===== config.mk =====
export PLATFORM = sky130hd
export DESIGN_NAME = id_ex_hazard_stage_flat
export DESIGN_NICKNAME = d
export VERILOG_FILES = /design/src/rtl/rv_pipe_pkg.sv /design/src/rtl/id_ex_hazard_stage_if.sv /design/src/rtl/id_ex_hazard_stage_load_use_detect.sv /design/src/rtl/id_ex_hazard_stage.sv /design/src/flat_wrapper.sv
export SDC_FILE = /design/constraint.sdc
export NUM_CORES = 1
export LEC_CHECK = 0
export ABC_CLOCK_PERIOD_IN_PS = 8400
export BUFFER_PORTS_ARGS = -buffer_cell sky130_fd_sc_hd__buf_2
export CORE_MARGIN = 10
export CORE_UTILIZATION = 35
export CTS_CLUSTER_DIAMETER = 120
export DETAILED_ROUTE_END_ITERATION = 10
export PLACE_DENSITY = 0.69
export SLEW_MARGIN = 20
export SYNTH_ARGS = -nofsm -noshare
export SYNTH_HDL_FRONTEND = slang
export SYNTH_SLANG_ARGS = --single-unit

===== constraint.sdc =====
create_clock -name clk -period 8.4 [get_ports clk]
set_input_delay 1.26 -clock clk [delete_from_list [all_inputs] [get_ports clk]]
set_output_delay 1.26 -clock clk [all_outputs]
set_load 0.02 [all_outputs]

===== src/rtl/rv_pipe_pkg.sv =====
// ---------------------------------------------------------------------------
// rv_pipe_pkg
// Shared encodings for the 5-stage RV32I pipeline:
//   - ResultSrc mux encodings (ALU / MEM / PC+4)
//   - 4-bit ALUCtrl operation codes
//   - ctrlT, the packed per-instruction control bundle, and CTRL_NOP, the
//     all-zero bubble that the ID/EX register loads on a flush
// ---------------------------------------------------------------------------
package rv_pipe_pkg;

    // Result mux select
    localparam logic [1:0] RES_SRC_ALU = 2'b00;
    localparam logic [1:0] RES_SRC_MEM = 2'b01;
    localparam logic [1:0] RES_SRC_PC4 = 2'b10;

    // ALU operation codes
    localparam logic [3:0] ALU_ADD  = 4'h0;
    localparam logic [3:0] ALU_SUB  = 4'h1;
    localparam logic [3:0] ALU_AND  = 4'h2;
    localparam logic [3:0] ALU_OR   = 4'h3;
    localparam logic [3:0] ALU_XOR  = 4'h4;
    localparam logic [3:0] ALU_SLT  = 4'h5;
    localparam logic [3:0] ALU_SLTU = 4'h6;
    localparam logic [3:0] ALU_SLL  = 4'h7;
    localparam logic [3:0] ALU_SRL  = 4'h8;
    localparam logic [3:0] ALU_SRA  = 4'h9;

    // Control bundle carried from decode into execute
    typedef struct packed {
        logic       regWrite;
        logic       memRead;
        logic       memWrite;
        logic       aluSrc;
        logic       branch;
        logic       jump;
        logic [1:0] resultSrc;
        logic [3:0] aluCtrl;
    } ctrlT;

    // All-zero control never writes state, so it behaves as a NOP bubble
    localparam ctrlT CTRL_NOP = '0;

endpackage


===== src/rtl/id_ex_hazard_stage_if.sv =====
// ---------------------------------------------------------------------------
// id_ex_hazard_stage_if
// Decode-to-execute bundle for the ID/EX stage.
//   D-stage side : rs1D/rs2D/rdD, RD1D/RD2D/ImmExtD/PCD/PCPlus4D, decode
//                  control, and PCSrcE (branch/jump taken, resolved in EX)
//   E-stage side : registered copies (…E) of all of the above
//   Hazard side  : StallF, StallD, FlushD driven back upstream
// Modports:
//   master - the surrounding pipeline (drives D inputs, reads E and hazards)
//   slave  - the ID/EX stage itself
// ---------------------------------------------------------------------------
interface id_ex_hazard_stage_if #(
    parameter int XLEN = 32
);

    // Decode stage
    logic [4:0]      rs1D, rs2D, rdD;
    logic [XLEN-1:0] RD1D, RD2D, ImmExtD, PCD, PCPlus4D;
    logic            RegWriteD, MemReadD, MemWriteD, ALUSrcD, BranchD, JumpD;
    logic [1:0]      ResultSrcD;
    logic [3:0]      ALUCtrlD;
    logic            PCSrcE;

    // Execute stage
    logic [4:0]      rs1E, rs2E, rdE;
    logic [XLEN-1:0] RD1E, RD2E, ImmExtE, PCE, PCPlus4E;
    logic            RegWriteE, MemReadE, MemWriteE, ALUSrcE, BranchE, JumpE;
    logic [1:0]      ResultSrcE;
    logic [3:0]      ALUCtrlE;

    // Hazard controls
    logic            StallF, StallD, FlushD;

    modport master (
        output rs1D, rs2D, rdD, RD1D, RD2D, ImmExtD, PCD, PCPlus4D,
               RegWriteD, MemReadD, MemWriteD, ALUSrcD, BranchD, JumpD,
               ResultSrcD, ALUCtrlD, PCSrcE,
        input  rs1E, rs2E, rdE, RD1E, RD2E, ImmExtE, PCE, PCPlus4E,
               RegWriteE, MemReadE, MemWriteE, ALUSrcE, BranchE, JumpE,
               ResultSrcE, ALUCtrlE, StallF, StallD, FlushD
    );

    modport slave (
        input  rs1D, rs2D, rdD, RD1D, RD2D, ImmExtD, PCD, PCPlus4D,
               RegWriteD, MemReadD, MemWriteD, ALUSrcD, BranchD, JumpD,
               ResultSrcD, ALUCtrlD, PCSrcE,
        output rs1E, rs2E, rdE, RD1E, RD2E, ImmExtE, PCE, PCPlus4E,
               RegWriteE, MemReadE, MemWriteE, ALUSrcE, BranchE, JumpE,
               ResultSrcE, ALUCtrlE, StallF, StallD, FlushD
    );

endinterface


===== src/rtl/id_ex_hazard_stage_load_use_detect.sv =====
// ---------------------------------------------------------------------------
// load_use_detect
// Purely combinational load-use detector.
//   memReadE, rdE : the instruction currently in EX
//   rs1D, rs2D    : source indices of the instruction in decode
//   lwStall       : decode needs a register the EX load has not produced yet
// rs2D is compared even for instructions that ignore rs2; the occasional
// false stall is cheaper than decoding operand usage here.
// ---------------------------------------------------------------------------
module load_use_detect (
    input  logic       memReadE,
    input  logic [4:0] rdE,
    input  logic [4:0] rs1D,
    input  logic [4:0] rs2D,
    output logic       lwStall
);

    // x0 is never a real dependency, so rdE == 0 cannot stall
    assign lwStall = memReadE && (rdE != 5'd0) && ((rdE == rs1D) || (rdE == rs2D));

endmodule


===== src/rtl/id_ex_hazard_stage.sv =====
// ---------------------------------------------------------------------------
// id_ex_hazard_stage
// ID/EX pipeline register with load-use stall and control-hazard flush.
//   clk       : pipeline clock, rising edge
//   rst       : asynchronous, active-high reset
//   bus       : D-stage inputs, registered E-stage outputs and the
//               StallF/StallD/FlushD hazard controls (slave modport)
//   stall_cnt : saturating count of cycles that stalled IF/ID
//   flush_cnt : saturating count of cycles with a taken branch/jump
// The register has no enable: a stall holds IF/ID externally and loads a
// bubble here, so each load-use costs exactly one cycle.
// ---------------------------------------------------------------------------
module id_ex_hazard_stage
    import rv_pipe_pkg::*;
#(
    parameter int XLEN  = 32,
    parameter int CNT_W = 16
) (
    input  logic                 clk,
    input  logic                 rst,
    id_ex_hazard_stage_if.slave  bus,
    output logic [CNT_W-1:0]     stall_cnt,
    output logic [CNT_W-1:0]     flush_cnt
);

    ctrlT            ctrlD, ctrlE;
    logic [4:0]      rs1Q, rs2Q, rdQ;
    logic [XLEN-1:0] rd1Q, rd2Q, immQ, pcQ, pcPlus4Q;
    logic            lwStall, flushE, stallEvent;

    assign ctrlD = '{
        regWrite:  bus.RegWriteD,
        memRead:   bus.MemReadD,
        memWrite:  bus.MemWriteD,
        aluSrc:    bus.ALUSrcD,
        branch:    bus.BranchD,
        jump:      bus.JumpD,
        resultSrc: bus.ResultSrcD,
        aluCtrl:   bus.ALUCtrlD
    };

    load_use_detect uLoadUse (
        .memReadE (ctrlE.memRead),
        .rdE      (rdQ),
        .rs1D     (bus.rs1D),
        .rs2D     (bus.rs2D),
        .lwStall  (lwStall)
    );

    // A taken branch squashes the decode instruction, so stalling it is moot
    assign stallEvent = lwStall && !bus.PCSrcE;
    assign flushE     = lwStall || bus.PCSrcE;

    assign bus.StallF = stallEvent;
    assign bus.StallD = stallEvent;
    assign bus.FlushD = bus.PCSrcE;

    // Data fields are zeroed on a bubble too, which keeps waveforms readable
    always_ff @(posedge clk or posedge rst) begin
        // NOTE: non-blocking so every E register captures the pre-edge D values together
        if (rst) begin
            ctrlE    <= CTRL_NOP;
            rs1Q     <= '0;
            rs2Q     <= '0;
            rdQ      <= '0;
            rd1Q     <= '0;
            rd2Q     <= '0;
            immQ     <= '0;
            pcQ      <= '0;
            pcPlus4Q <= '0;
        end else if (flushE) begin
            ctrlE    <= CTRL_NOP;
            rs1Q     <= '0;
            rs2Q     <= '0;
            rdQ      <= '0;
            rd1Q     <= '0;
            rd2Q     <= '0;
            immQ     <= '0;
            pcQ      <= '0;
            pcPlus4Q <= '0;
        end else begin
            ctrlE    <= ctrlD;
            rs1Q     <= bus.rs1D;
            rs2Q     <= bus.rs2D;
            rdQ      <= bus.rdD;
            rd1Q     <= bus.RD1D;
            rd2Q     <= bus.RD2D;
            immQ     <= bus.ImmExtD;
            pcQ      <= bus.PCD;
            pcPlus4Q <= bus.PCPlus4D;
        end
    end

    // Perf counters stick at all-ones instead of wrapping
    always_ff @(posedge clk or posedge rst) begin
        if (rst) begin
            stall_cnt <= '0;
            flush_cnt <= '0;
        end else begin
            if (stallEvent && (stall_cnt != '1)) stall_cnt <= stall_cnt + CNT_W'(1);
            if (bus.PCSrcE && (flush_cnt != '1)) flush_cnt <= flush_cnt + CNT_W'(1);
        end
    end

    assign bus.rs1E       = rs1Q;
    assign bus.rs2E       = rs2Q;
    assign bus.rdE        = rdQ;
    assign bus.RD1E       = rd1Q;
    assign bus.RD2E       = rd2Q;
    assign bus.ImmExtE    = immQ;
    assign bus.PCE        = pcQ;
    assign bus.PCPlus4E   = pcPlus4Q;
    assign bus.RegWriteE  = ctrlE.regWrite;
    assign bus.MemReadE   = ctrlE.memRead;
    assign bus.MemWriteE  = ctrlE.memWrite;
    assign bus.ALUSrcE    = ctrlE.aluSrc;
    assign bus.BranchE    = ctrlE.branch;
    assign bus.JumpE      = ctrlE.jump;
    assign bus.ResultSrcE = ctrlE.resultSrc;
    assign bus.ALUCtrlE   = ctrlE.aluCtrl;

endmodule


===== src/flat_wrapper.sv =====
// flat-port wrapper written by rule: the top's interface ports become plain ports
module id_ex_hazard_stage_flat import rv_pipe_pkg::*;
#(
    parameter int XLEN  = 32,
    parameter int CNT_W = 16
)
  (clk, rst, stall_cnt, flush_cnt, bus_rs1D, bus_rs2D, bus_rdD, bus_RD1D, bus_RD2D, bus_ImmExtD, bus_PCD, bus_PCPlus4D, bus_RegWriteD, bus_MemReadD, bus_MemWriteD, bus_ALUSrcD, bus_BranchD, bus_JumpD, bus_ResultSrcD, bus_ALUCtrlD, bus_PCSrcE, bus_rs1E, bus_rs2E, bus_rdE, bus_RD1E, bus_RD2E, bus_ImmExtE, bus_PCE, bus_PCPlus4E, bus_RegWriteE, bus_MemReadE, bus_MemWriteE, bus_ALUSrcE, bus_BranchE, bus_JumpE, bus_ResultSrcE, bus_ALUCtrlE, bus_StallF, bus_StallD, bus_FlushD);
  id_ex_hazard_stage_if #(.XLEN(XLEN)) bus_i ();
  input  logic clk;
  input  logic rst;
  output logic [CNT_W-1:0] stall_cnt;
  output logic [CNT_W-1:0] flush_cnt;
  input wire logic [$bits(bus_i.rs1D)-1:0] bus_rs1D;
  input wire logic [$bits(bus_i.rs2D)-1:0] bus_rs2D;
  input wire logic [$bits(bus_i.rdD)-1:0] bus_rdD;
  input wire logic [$bits(bus_i.RD1D)-1:0] bus_RD1D;
  input wire logic [$bits(bus_i.RD2D)-1:0] bus_RD2D;
  input wire logic [$bits(bus_i.ImmExtD)-1:0] bus_ImmExtD;
  input wire logic [$bits(bus_i.PCD)-1:0] bus_PCD;
  input wire logic [$bits(bus_i.PCPlus4D)-1:0] bus_PCPlus4D;
  input wire logic [$bits(bus_i.RegWriteD)-1:0] bus_RegWriteD;
  input wire logic [$bits(bus_i.MemReadD)-1:0] bus_MemReadD;
  input wire logic [$bits(bus_i.MemWriteD)-1:0] bus_MemWriteD;
  input wire logic [$bits(bus_i.ALUSrcD)-1:0] bus_ALUSrcD;
  input wire logic [$bits(bus_i.BranchD)-1:0] bus_BranchD;
  input wire logic [$bits(bus_i.JumpD)-1:0] bus_JumpD;
  input wire logic [$bits(bus_i.ResultSrcD)-1:0] bus_ResultSrcD;
  input wire logic [$bits(bus_i.ALUCtrlD)-1:0] bus_ALUCtrlD;
  input wire logic [$bits(bus_i.PCSrcE)-1:0] bus_PCSrcE;
  output wire logic [$bits(bus_i.rs1E)-1:0] bus_rs1E;
  output wire logic [$bits(bus_i.rs2E)-1:0] bus_rs2E;
  output wire logic [$bits(bus_i.rdE)-1:0] bus_rdE;
  output wire logic [$bits(bus_i.RD1E)-1:0] bus_RD1E;
  output wire logic [$bits(bus_i.RD2E)-1:0] bus_RD2E;
  output wire logic [$bits(bus_i.ImmExtE)-1:0] bus_ImmExtE;
  output wire logic [$bits(bus_i.PCE)-1:0] bus_PCE;
  output wire logic [$bits(bus_i.PCPlus4E)-1:0] bus_PCPlus4E;
  output wire logic [$bits(bus_i.RegWriteE)-1:0] bus_RegWriteE;
  output wire logic [$bits(bus_i.MemReadE)-1:0] bus_MemReadE;
  output wire logic [$bits(bus_i.MemWriteE)-1:0] bus_MemWriteE;
  output wire logic [$bits(bus_i.ALUSrcE)-1:0] bus_ALUSrcE;
  output wire logic [$bits(bus_i.BranchE)-1:0] bus_BranchE;
  output wire logic [$bits(bus_i.JumpE)-1:0] bus_JumpE;
  output wire logic [$bits(bus_i.ResultSrcE)-1:0] bus_ResultSrcE;
  output wire logic [$bits(bus_i.ALUCtrlE)-1:0] bus_ALUCtrlE;
  output wire logic [$bits(bus_i.StallF)-1:0] bus_StallF;
  output wire logic [$bits(bus_i.StallD)-1:0] bus_StallD;
  output wire logic [$bits(bus_i.FlushD)-1:0] bus_FlushD;
  assign bus_i.rs1D = bus_rs1D;
  assign bus_i.rs2D = bus_rs2D;
  assign bus_i.rdD = bus_rdD;
  assign bus_i.RD1D = bus_RD1D;
  assign bus_i.RD2D = bus_RD2D;
  assign bus_i.ImmExtD = bus_ImmExtD;
  assign bus_i.PCD = bus_PCD;
  assign bus_i.PCPlus4D = bus_PCPlus4D;
  assign bus_i.RegWriteD = bus_RegWriteD;
  assign bus_i.MemReadD = bus_MemReadD;
  assign bus_i.MemWriteD = bus_MemWriteD;
  assign bus_i.ALUSrcD = bus_ALUSrcD;
  assign bus_i.BranchD = bus_BranchD;
  assign bus_i.JumpD = bus_JumpD;
  assign bus_i.ResultSrcD = bus_ResultSrcD;
  assign bus_i.ALUCtrlD = bus_ALUCtrlD;
  assign bus_i.PCSrcE = bus_PCSrcE;
  assign bus_rs1E = bus_i.rs1E;
  assign bus_rs2E = bus_i.rs2E;
  assign bus_rdE = bus_i.rdE;
  assign bus_RD1E = bus_i.RD1E;
  assign bus_RD2E = bus_i.RD2E;
  assign bus_ImmExtE = bus_i.ImmExtE;
  assign bus_PCE = bus_i.PCE;
  assign bus_PCPlus4E = bus_i.PCPlus4E;
  assign bus_RegWriteE = bus_i.RegWriteE;
  assign bus_MemReadE = bus_i.MemReadE;
  assign bus_MemWriteE = bus_i.MemWriteE;
  assign bus_ALUSrcE = bus_i.ALUSrcE;
  assign bus_BranchE = bus_i.BranchE;
  assign bus_JumpE = bus_i.JumpE;
  assign bus_ResultSrcE = bus_i.ResultSrcE;
  assign bus_ALUCtrlE = bus_i.ALUCtrlE;
  assign bus_StallF = bus_i.StallF;
  assign bus_StallD = bus_i.StallD;
  assign bus_FlushD = bus_i.FlushD;
  id_ex_hazard_stage #(.XLEN(XLEN), .CNT_W(CNT_W)) u_core (.clk(clk), .rst(rst), .bus(bus_i), .stall_cnt(stall_cnt), .flush_cnt(flush_cnt));
endmodule

**Yosys cells after proc, flatten, opt, wreduce, memory -nomap -nowiden**

Index checks and enable logic that the tools add are counted.

- Bits in registers: 219
- Output and inout bits: 222
- Memory bits (writable): 0
- Memory bits (read-only): 0
- Word-level logic and storage cells: 42
- Latch bits: 0
- Memories kept: 0

- Add/subtract/negate cells: 2
- Reduce and logical (&&, ||, !) cells: 9
- Mux-type cells: 9
- Multiply operators: 0
- Divide/modulo/power cells: 0
- Equal/unequal tests: 4
- Magnitude comparators: 0
- Shift-type cells: 0
- Bitwise logic cells: 0

Operator list:

| cell | count |
|---|---|
| 2-to-1 mux 32 bit | 5 |
| adder 16 x 1 -> 16 bit, second input constant | 2 |
| != test 16 bit, second input constant | 2 |
| 2-to-1 mux 5 bit | 3 |
| 2-to-1 mux 12 bit | 1 |
| == test 5 bit | 2 |
| logical AND 1 bit | 5 |
| nonzero test 5 bit | 1 |
| logical OR 1 bit | 2 |
| zero test 1 bit | 1 |

**Longest topological paths before layout**

Gate-level depths: netlist (run 1).

- Depth in word-level cells: 5
- Gate-level depth with buffers: 7

**By module**

From an unflattened synthesis (run 1), not the netlist that was laid out.

- Cell total of the unflattened synthesis: 558
- Area total of the unflattened synthesis: 7,666.1 um2

By module, submodules not included:

| module | cells each | seq. area each (um2) | area each (um2) | instances |
|---|---|---|---|---|
| id_ex_hazard_stage | 541 | 5,480.3 | 7,541.0 | 1 |
| load_use_detect | 17 | 0.0 | 125.1 | 1 |

**Worst setup path after synthesis (run 1)**

OpenSTA, ideal clock, no wires.

- Path kind: input-to-output
- Start point: in bus_rs2D[4]
- End point: out bus_StallF
- Arrival time: 2.580 ns
- Path slack: 4.560 ns
- Cell stages on the path: 6
- Buffers on the path: 2
- Cells stage by stage: xnor2_1 -> nand3_1 -> o22ai_2 -> clkbuf_1 -> and2_1 -> buf_4

- Longest elaborated chain between the ends: 4

Ends and longest elaborated chain:

| what | RTL line | text |
|---|---|---|
| start, declared | flat_wrapper.sv:14 | `input wire logic [$bits(bus_i.rs2D)-1:0] bus_rs2D;` |
| == test 5 bit | id_ex_hazard_stage_load_use_detect.sv:19 | `assign lwStall = memReadE && (rdE != 5'd0) && ((rdE == rs1D) \|\| (rdE == rs2D));` |
| logical OR 1 bit | id_ex_hazard_stage_load_use_detect.sv:19 |  |
| logical AND 1 bit | id_ex_hazard_stage_load_use_detect.sv:19 |  |
| logical AND 1 bit | id_ex_hazard_stage.sv:51 | `assign stallEvent = lwStall && !bus.PCSrcE;` |
| end, declared | flat_wrapper.sv:46 | `output wire logic [$bits(bus_i.StallF)-1:0] bus_StallF;` |

No other way between the ends.

**Final worst setup path (run 1)**

- Start point: in bus_rs2D[0]
- End point: out bus_StallD

- Longest elaborated chain between the ends: 4

Ends and longest elaborated chain:

| what | RTL line | text |
|---|---|---|
| == test 5 bit | id_ex_hazard_stage_load_use_detect.sv:19 |  |
| logical OR 1 bit | id_ex_hazard_stage_load_use_detect.sv:19 |  |
| logical AND 1 bit | id_ex_hazard_stage_load_use_detect.sv:19 |  |
| logical AND 1 bit | id_ex_hazard_stage.sv:51 |  |
| end, declared | flat_wrapper.sv:47 | `output wire logic [$bits(bus_i.StallD)-1:0] bus_StallD;` |

No other way between the ends.

==> results.md, run 1 <==
- Die Ht: 169 µm
- PostCTS Resize Cnt: 0
- Max-cap violations: 0
- Hold Buf Count CTS: 0
- Arr. time, crit path: 2.77 ns
- Register bit total from synthesis: 219
- Area post-placement: 10,100 µm²
- Initial Util: 35.6%
- Total power: 2.69 mW
- Core Util, Final: 50.5%
- HP Class: reg -> reg
- Synth area leader: dfrtp_1
- Slew Limit Fails: 0
- CP cell instances: buf_2 -> xnor2_1 -> nand3_1 -> o22ai_2 -> and2_1 -> buf_2
- Gp weighted congestion: 0.829
- Clk root buf: clkbuf_16
- # nets final: 1,171
- Cells after DPL: 1,232
- DR WL/cell: 19.0 µm
- Hold depth: 1
- Reg2Reg Depth: 6
- PD cells: 245 nW/µm²
- Clock slew at reported path FFs: 0.06 ns
- Post-DP HPWL: 18.9 mm
- Global-route wire length before repair: 36.9 mm
- Distinct cell type count after synthesis: 33
- Max rail drop VDD: 179 µV
- # clock sinks: 219
- Setup violations, final: 0
- Total CTS buffers: 25
- FF-to-FF Start: u_core.bus.rdE[0]
- Startpoint types: input port
- CTS tree: yes
- Filler Cell Count: 1,929
- Sum Neg Setup Slack: 0 ns
- Area contributors post-synth: dfrtp_1 71%, and2_1 8.9%, and2_2 7.7%
- Initial antenna violation count: 2
- Mapped Nets: 753
- GRT Util Overall: 16.4%
- Remaining global-route overflow: 0
- R2R Setup Slk: 5.79 ns
- Die width: 169 µm
- Postcts setup bufs: 0
- F_max: 0.248 GHz
- Yosys top cell area share: 70.6%
- First-pass iteration count of the detailed router: 4
- Setup Skew: 0.0144 ns
- Critical Path Sink Type: output port
- Rel. slew slack: 41.1%
- Min Tclk post-route: 4.03 ns
- H-tree levels: 1
- Drt total wl: 24.3 mm
- PortBufs: 411
- Post-route DRC violation count: 0
- Post-synthesis sequential area ratio: 70.6%
- Cell Area, Synth: 7760 µm²
- Clock Latency Late Sink: 0.52 ns
- Worst Hold Path EP: u_core.flush_cnt[15]
- Final instance area: 11,000 µm²
- DR iter-0 viols: 288
- Fin crit share: 48.0%
- Worst endpoint required time: 7.14 ns
- Share of cells above drive strength 1: 54.6%
- Core area: 21,800 µm²
- DIE AREA: 28,500 µm²
- CP Max Fanout: 17
- Leakage power: 5.96 nW
- Hold Startpoint: u_core.flush_cnt[15]
- Drt via density: 4.35
- Final hold vios: 0
- Slowest CP cell: o22ai_2
- Run status: finished clean
- CP peak stage delay: 0.71 ns
- Most frequent cells in the layout: 411 x buf_2, 219 x dfrtp_1, 111 x and2_1, 80 x and2_2, 33 x xnor2_1
- Worst R2R End: u_core.bus.PCE[18]
- Vias: 5,572
- Largest net degree at the start of global routing: 116
- Number of global-route vias before repair: 6,133
- Yosys warns: 0
- RSZ-0062 raised after global routing: no
- Crit-path most repeated cell: buf_2
- Routed Antenna Nets: 0
- Avg Cell Area, Syn: 13.8 µm²
- Longest Clk Path Bufs: 3
- Area grow syn2layout: 41.8%
- Post-Layout Cell Count: 1,281
- Num ports: 412
- Cells after Synth: 561
- Most common cell after layout, fill and taps aside: buf_2
- Worst Max-Slew Pin Slew: 0.883 ns
- Critical path class: in -> out
- # rows: 54
-- final cells by class --
cell class	count	area, µm²	area share, %
antenna	3	7.51	0.0682
clock buffer	32	692	6.28
tap	280	350	3.18
sequential	219	5480	49.8
timing repair buffer	415	2090	19.0
clock inverter	14	236	2.15
inverter	3	18.8	0.170
multi-input combinational	315	2140	19.4
-- Yosys cell counts --
cell / instances
or3_1: 1
buf_6: 2
ha_1: 2
nor4b_1: 1
mux2_2: 2
dfrtp_1: 219
xor2_1: 6
and3_1: 7
inv_1: 2
o21ai_1: 1
xnor2_1: 33
and4_1: 2
o22ai_2: 1
a21oi_1: 1
a31oi_1: 1
o21a_1: 1
nor2_1: 7
nand2_1: 16
nand2b_1: 1
o21ai_2: 1
nand4b_1: 1
a21oi_4: 1
or4_1: 2
clkbuf_2: 13
clkbuf_1: 6
nand4_1: 14
buf_4: 3
and2_2: 80
and2_1: 111
nor3_1: 4
inv_2: 1
nand3_1: 16
nor4_1: 2
-- power breakdown --
part           internal (mW)  total [mW]  switching [mW]
Clock                  0.768        1.20           0.436
Combinational          0.126       0.329           0.203
Sequential              1.12        1.16          0.0388
-- worst max path at each step --
stage                      startpoint                endpoint  slack [ns]  depth (start not counted)
after floorplan                   rst  u_core.bus.ALUCtrlE[0]        1.15                          1
after CTS                 bus_rs2D[0]              bus_StallF        4.35                          6
final                     bus_rs2D[0]              bus_StallD        4.37                          6
after global placement    bus_rs2D[0]              bus_StallF        4.38                          6
after detailed placement  bus_rs2D[0]              bus_StallF        4.35                          6
after global routing      bus_rs2D[0]              bus_StallF        4.28                          6
-- per-stage QoR --
| stage | worst slack (ns) | hold WS [ns] |
|---|---|---|
| 2_1_floorplan | 1.15 | 0.594 |
| 3_5_place_dp | 4.35 | 0.489 |
| 6_report | 4.37 | 0.498 |
| 4_1_cts | 4.35 | 0.497 |
| 3_3_place_gp | 4.38 | 0.472 |
| 5_1_grt | 4.28 | 0.514 |
-- worst max-delay path, delay by kind of cell --
| family | cells | cell delay, ns |
|---|---|---|
| buffers and inverters | 2 | 0.29 |
| XOR/XNOR | 1 | 0.14 |
| AND/OR/NAND/NOR | 2 | 0.37 |
| AO/OA/AOI/OAI | 1 | 0.71 |
-- sequential cells by signal, indices dropped and copies added (netlist names), 16 cells and up --
| signal | cells |
|---|---|
| u_core.bus.RD2E | 32 |
| u_core.bus.PCE | 32 |
| u_core.bus.PCPlus4E | 32 |
| u_core.flush_cnt | 16 |
| u_core.bus.ImmExtE | 32 |
| u_core.stall_cnt | 16 |
| u_core.bus.RD1E | 32 |
-- layer usage --
| metal | wire [µm] | GRT usage (%) | part of all wire (%) | vias to the layer above |
|---|---|---|---|---|
| met4 | 478 | 3.86 | 2.0 | 2 |
| met1 | 8390 | 17.4 | 35 | 2642 |
| met5 | 20 | 0 | 0.082 | - |
| met3 | 3260 | 8.34 | 13 | 30 |
| met2 | 12100 | 28.2 | 50 | 280 |
| li1 | - | - | - | 2618 |
-- cells by family after synthesis --
| logic type | after synthesis | share of synthesized area, % |
|---|---|---|
| mux | 2 | 0.290 |
| buf+inv | 27 | 1.85 |
| compound gates | 7 | 0.790 |
| flops | 219 | 70.6 |
| simple gates | 265 | 21.7 |
| fa+ha+maj | 2 | 0.322 |
| xor+xnor | 39 | 4.40 |
Note: power is estimated with default switching activity, not from simulation.
==> run 2, diff against run 1 <==
ABC_CLOCK_PERIOD_IN_PS = 3500   (was 8400)
PLACE_DENSITY = 0.71   (was 0.69)
clock period = 3.5 ns   (was 8.4 ns; I/O delays follow)
==> results.md, run 2 (synthesis gave the netlist of run 1 again) <==
- Run status: finished clean (unchanged)
- Net load switching power: 1.61 mW (was 0.677 mW)
- Global-route wire length before repair: 37.2 mm (was 36.9 mm)
- Clock slew at reported path FFs: 0.07 ns (was 0.06 ns)
- Setup violations, final: 0 (unchanged)
- Die width: 169 µm (unchanged)
- Setup Skew: 0.00705 ns (was 0.0144 ns)
- Area grow syn2layout: 42.3% (was 41.8%)
- Cell Int Power: 4.75 mW (was 2.02 mW)
- Core area: 21,800 µm² (unchanged)
- Max-cap violations: 0 (unchanged)
- DR WL/cell: 19.1 µm (was 19.0 µm)
- Leakage power: 5.97 nW (was 5.96 nW)
- Vias: 5,631 (was 5,572)
- Sw Ratio: 25.3% (was 25.1%)
- Worst endpoint required time: 2.97 ns (was 7.14 ns)
- CP Max Fanout: 7 (was 17)
- Post-route DRC violation count: 0 (unchanged)
- Arr. time, crit path: 2.34 ns (was 2.77 ns)
- Clock group share of total power: 43.5% (was 44.7%)
- CP cell instances: or4_1 -> o21ai_2 -> nor2_1 -> and2_1 -> buf_2 (was buf_2 -> xnor2_1 -> nand3_1 -> o22ai_2 -> and2_1 -> buf_2)
- Num ports: 412 (unchanged)
- Largest net degree at the start of global routing: 93 (was 116)
- Critical Path Sink Type: output port (unchanged)
- # clock sinks: 219 (unchanged)
- Seq pwr share: 43.8% (was 43.1%)
- PD cells: 575 nW/µm² (was 245 nW/µm²)
- Postcts setup bufs: 0 (unchanged)
- Most common cell after layout, fill and taps aside: buf_2 (unchanged)
- H-tree levels: 1 (unchanged)
- Total power: 6.36 mW (was 2.69 mW)
- F_max: 0.349 GHz
- Critical path class: reg -> out (was in -> out)
- Hold Buf Count CTS: 0 (unchanged)
- Clock Latency Late Sink: 0.51 ns (was 0.52 ns)
- Comb pwr share: 12.7% (was 12.2%)
- Rel. slew slack: 42.4% (was 41.1%)
- Sum Neg Setup Slack: 0 ns (unchanged)
- Most frequent cells in the layout: 411 x buf_2, 219 x dfrtp_1, 111 x and2_1, 80 x and2_2, 33 x xnor2_1 (unchanged)
- PortBufs: 411 (unchanged)
- Post-DP HPWL: 19.4 mm (was 18.9 mm)
- # rows: 54 (unchanged)
- Startpoint types: flop (was input port)
- First-pass iteration count of the detailed router: 4 (unchanged)
- Gp weighted congestion: 0.842 (was 0.829)
- Number of global-route vias before repair: 6,226 (was 6,133)
- HP Class: in -> async (was reg -> reg)
- Min Tclk post-route: 2.87 ns
- Drt total wl: 24.5 mm (was 24.3 mm)
- Share of cells above drive strength 1: 54.7% (was 54.6%)
- Initial antenna violation count: 8 (was 2)
- Drt via density: 4.39 (was 4.35)
- Area post-placement: 10,200 µm² (was 10,100 µm²)
- GRT Util Overall: 16.5% (was 16.4%)
- Slowest CP cell: or4_1 (was o22ai_2)
- Max rail drop VDD: 527 µV (was 179 µV)
- Total CTS buffers: 24 (was 25)
- # nets final: 1,175 (was 1,171)
- CTS tree: yes (unchanged)
- Fin crit share: 81.9%
- Worst Max-Slew Pin Slew: 0.863 ns (was 0.883 ns)
- Remaining global-route overflow: 0 (unchanged)
- Cells after DPL: 1,237 (was 1,232)
- DIE AREA: 28,500 µm² (unchanged)
- Final hold vios: 0 (unchanged)
- RSZ-0062 raised after global routing: no (unchanged)
- DR iter-0 viols: 405 (was 288)
- Clk root buf: clkbuf_16 (unchanged)
- Initial Util: 35.6% (unchanged)
- PostCTS Resize Cnt: 0 (unchanged)
- Longest Clk Path Bufs: 3 (unchanged)
- CP peak stage delay: 0.55 ns (was 0.71 ns)
- Post-Layout Cell Count: 1,283 (was 1,281)
- Routed Antenna Nets: 0 (unchanged)
- Final instance area: 11,000 µm² (about the same)
- Die Ht: 169 µm (unchanged)
- Slew Limit Fails: 0 (unchanged)
## run 2: area by class of cell
cell class / count / area [µm²]
sequential: 219 / 5480
tap: 280 / 350
inverter: 3 / 15.0
multi-input combinational: 315 / 2140
fill: 1955 / 10800
clock inverter: 13 / 204
clock buffer: 31 / 678
antenna: 2 / 5.00
timing repair buffer: 420 / 2170
## run 2: worst paths after layout
| kind | startpoint | to | slack (ns) | depth (start not counted) |
|---|---|---|---|---|
| max | u_core.bus.rdE[0] | bus_StallF | 0.63 | 5 |
| min | rst | u_core.bus.RD2E[2] | 0.19 | 2 |
| max reg2reg | u_core.bus.rdE[0] | u_core.bus.PCPlus4E[10] | 1.13 | 6 |
| min reg2reg | u_core.flush_cnt[15] | u_core.flush_cnt[15] | 0.49 | 1 |
| max in group asynchronous | rst | u_core.bus.ALUSrcE | 2.52 | 3 |
| min in group clk | bus_RD2D[9] | u_core.bus.RD2E[9] | 0.22 | 2 |
## run 2: per-layer routing
layer	share of wire [%]	up-vias	track usage [%]
met5	0.24	-	0
met4	1.3	10	3.37
met3	13	35	8.41
met2	50	313	28.4
met1	35	2653	17.9
li1	-	2620	-
## run 2: power by group through the flow
stage | clock, mW | combinational, mW | sequential [mW]
finish | 2.77 | 0.804 | 2.79
global route | 2.96 | 0.882 | 2.80
CTS | 2.84 | 0.825 | 2.79
detailed placement | 0 | 0.824 | 2.83
global placement | 0 | 0.810 | 2.82
floorplan | 0 | 0.239 | 3.03
## run 2: worst max-delay path: cells and delay by family, from the launching register on
family,cells,cell delay [ns]
flip-flops,1,0.43
buffers and inverters,1,0.18
AND/OR/NAND/NOR,3,0.96
AO/OA/AOI/OAI,1,0.27
## run 2: per-stage QoR
stage | util, % | hold WS (ns) | worst slack, ns
finish | 50.6 | 0.193 | 0.634
global route | 50.6 | 0.197 | 0.496
global placement | 46.5 | 0.479 | 1.15
CTS | 50.6 | 0.190 | 0.584
floorplan | - | 0.594 | 0.121
detailed placement | 46.5 | 0.483 | 1.10
==> run 3, diff against run 2 <==
ABC_CLOCK_PERIOD_IN_PS = 2670   (was 3500)
PLACE_DENSITY = 0.69   (was 0.71)
clock period = 2.67 ns   (was 3.5 ns; I/O delays follow)
==> results.md, run 3 (synthesis gave the netlist of run 1 again) <==
- Run status: finished clean (unchanged)
- Sum Neg Setup Slack: 0 ns (unchanged)
- Vias: 5,634 (was 5,631)
- # rows: 54 (unchanged)
- Area grow syn2layout: 40.8% (was 42.3%)
- Remaining global-route overflow: 0 (unchanged)
- Slowest CP cell: or4_4 (was or4_1)
- Slew Limit Fails: 0 (unchanged)
- DR WL met3: 3.23 mm (was 3.25 mm)
- Cell Int Power: 5.91 mW (was 4.75 mW)
- Initial Util: 35.6% (unchanged)
- Setup violations, final: 0 (unchanged)
- Fin crit share: 96.0%
- HP Class: in -> async (unchanged)
- Drt via density: 4.40 (was 4.39)
- Num ports: 412 (unchanged)
- Hold Buf Count CTS: 0 (unchanged)
- Longest Clk Path Bufs: 3 (unchanged)
- Fin worst setup slack: 0.107 ns (was 0.634 ns)
- Max rail drop VDD: 579 µV (was 527 µV)
- Arr. time, crit path: 2.16 ns (was 2.34 ns)
- Drt total wl: 24.1 mm (was 24.5 mm)
- Top layer in use: met5 (unchanged)
- DR iter-0 viols: 312 (was 405)
- Clk root buf: clkbuf_16 (unchanged)
- GRT Util Overall: 16.3% (was 16.5%)
- Count of buffer and inverter cells on the critical path: 1 (unchanged)
- Clock Latency Late Sink: 0.52 ns (was 0.51 ns)
- PD cells: 730 nW/µm² (was 575 nW/µm²)
- H-tree levels: 1 (unchanged)
- Final hold vios: 0 (unchanged)
- First-pass iteration count of the detailed router: 6 (was 4)
- Net load switching power: 2.07 mW (was 1.61 mW)
- Worst endpoint required time: 2.27 ns (was 2.97 ns)
- Most common cell after layout, fill and taps aside: buf_2 (unchanged)
- PortBufs: 411 (unchanged)
- Critical Path Sink Type: output port (unchanged)
- # clock sinks: 219 (unchanged)
- DR WL/cell: 18.8 µm (was 19.1 µm)
- Min Tclk post-route: 2.56 ns
- Gp weighted congestion: 0.830 (was 0.842)
- Largest net degree at the start of global routing: 149 (was 93)
- M1 wire length: 8.13 mm (was 8.65 mm)
- Pre-CTS worst setup slack: 0.481 ns (was 1.10 ns)
- Worst Max-Slew Pin Slew: 0.876 ns (was 0.863 ns)
- CTS tree: yes (unchanged)
- Area post-placement: 10,100 µm² (was 10,200 µm²)
- Global-route wire length before repair: 37.0 mm (was 37.2 mm)
- Initial antenna violation count: 10 (was 8)
- Share of cells above drive strength 1: 54.3% (was 54.7%)
- Cell family with most CP delay: simple AND/OR/NAND/NOR gates (unchanged)
- DIE AREA: 28,500 µm² (unchanged)
- Clock group share of total power: 41.1% (was 43.5%)
- CP cell instances: or4_4 -> o21ai_4 -> nor2_2 -> and2_1 -> buf_2 (was or4_1 -> o21ai_2 -> nor2_1 -> and2_1 -> buf_2)
- Die width: 169 µm (unchanged)
- Met2 wire length: 12.0 mm (was 12.3 mm)
- Leakage power: 5.92 nW (was 5.97 nW)
- Hold slack: 0.0842 ns (was 0.193 ns)
- Comb pwr share: 13.1% (was 12.7%)
- Critical path class: reg -> out (unchanged)
- Rel. slew slack: 41.6% (was 42.4%)
- Core area: 21,800 µm² (unchanged)
- Most frequent cells in the layout: 411 x buf_2, 219 x dfrtp_1, 111 x and2_1, 80 x and2_2, 33 x xnor2_1 (unchanged)
- Routed Antenna Nets: 0 (unchanged)
- Sw Ratio: 25.9% (was 25.3%)
- Startpoint types: flop (unchanged)
- Post-DP HPWL: 18.8 mm (was 19.4 mm)
- Total CTS buffers: 25 (was 24)
- Post-route DRC violation count: 0 (unchanged)
- # nets final: 1,174 (was 1,175)
- Die Ht: 169 µm (unchanged)
- Cells after DPL: 1,234 (was 1,237)
- Seq pwr share: 45.8% (was 43.8%)
- Post-Layout Cell Count: 1,281 (was 1,283)
- CP peak stage delay: 0.57 ns (was 0.55 ns)
- Setup Skew: 0.0150 ns (was 0.00705 ns)
- Number of global-route vias before repair: 6,114 (was 6,226)
- Clock slew at reported path FFs: 0.06 ns (was 0.07 ns)
- CP Max Fanout: 7 (unchanged)
- F_max: 0.390 GHz
- RSZ-0062 raised after global routing: no (unchanged)
- Max-cap violations: 0 (unchanged)
- Final instance area: 10,900 µm² (was 11,000 µm²)
==> run 3: cell types whose count changed in the layout (fill, tap and decap cells not counted), moves of 2 or more <==
cell,delta
clkbuf_1,+5
clkinvlp_4,-4
bufinv_16,-3
buf_12,-2
==> run 3: final cells by class <==
class                           count  area [µm²]
Antenna cell                        3        7.51
Clock buffer                       35         683
Clock inverter                      8         104
Fill cell                        1968       10900
Inverter                            3        15.0
Multi-Input combinational cell    315        2150
Sequential cell                   219        5480
Tap cell                          280         350
Timing Repair Buffer              418        2130
==> run 3: routing by layer <==
layer,GRT usage [%],vias up
met5,0,-
met4,4.50,14
met3,9.03,54
met2,27.8,298
met1,17.1,2647
li1,-,2621
==> run 3: path summary, 6_finish.rpt <==
| kind | startpoint | end | slack, ns | cells after the start |
|---|---|---|---|---|
| hold / removal | rst | u_core.bus.PCE[26] | 0.08 | 3 |
| setup / recovery | u_core.bus.rdE[0] | bus_StallD | 0.11 | 5 |
| min in group clk | bus_ImmExtD[12] | u_core.bus.ImmExtE[12] | 0.09 | 2 |
| setup reg to reg | u_core.bus.rdE[0] | u_core.bus.PCPlus4E[10] | 0.41 | 7 |
| max in group asynchronous | rst | u_core.bus.RD1E[14] | 1.87 | 3 |
| hold reg to reg | u_core.flush_cnt[5] | u_core.flush_cnt[5] | 0.50 | 1 |
==> run 3: worst reg2reg max path, cell delays in order, from the launching register on <==
cell and delay (ns):
dfrtp_1 0.42, or4_4 0.57, o21ai_4 0.20, buf_4 0.16, inv_2 0.04, a21oi_4 0.15, buf_12 0.32, and2_2 0.34
==> run 3: power by group through the flow <==
stage	logic, mW	clock network (mW)	registers (mW)
2_1_floorplan	0.314	0	3.97
3_3_place_gp	1.05	0	3.70
5_1_grt	1.14	3.51	3.67
6_report	1.04	3.28	3.65
4_1_cts	1.07	3.38	3.65
3_5_place_dp	1.06	0	3.71
==> run 3: per-stage QoR <==
stage	utilization, %	total power [mW]
after floorplan	-	4.29
after global placement	46.3	4.75
after detailed placement	46.3	4.77
after CTS	50.0	8.10
after global routing	50.1	8.33
final	50.1	7.98
==> run 3: timing repair <==
item,in CTS,in global routing
pin swaps,1,0
endpoints found under the setup margin,2,2
buffers inserted,1,0
hold endpoints to repair,0,0
gates resized for setup,2,1
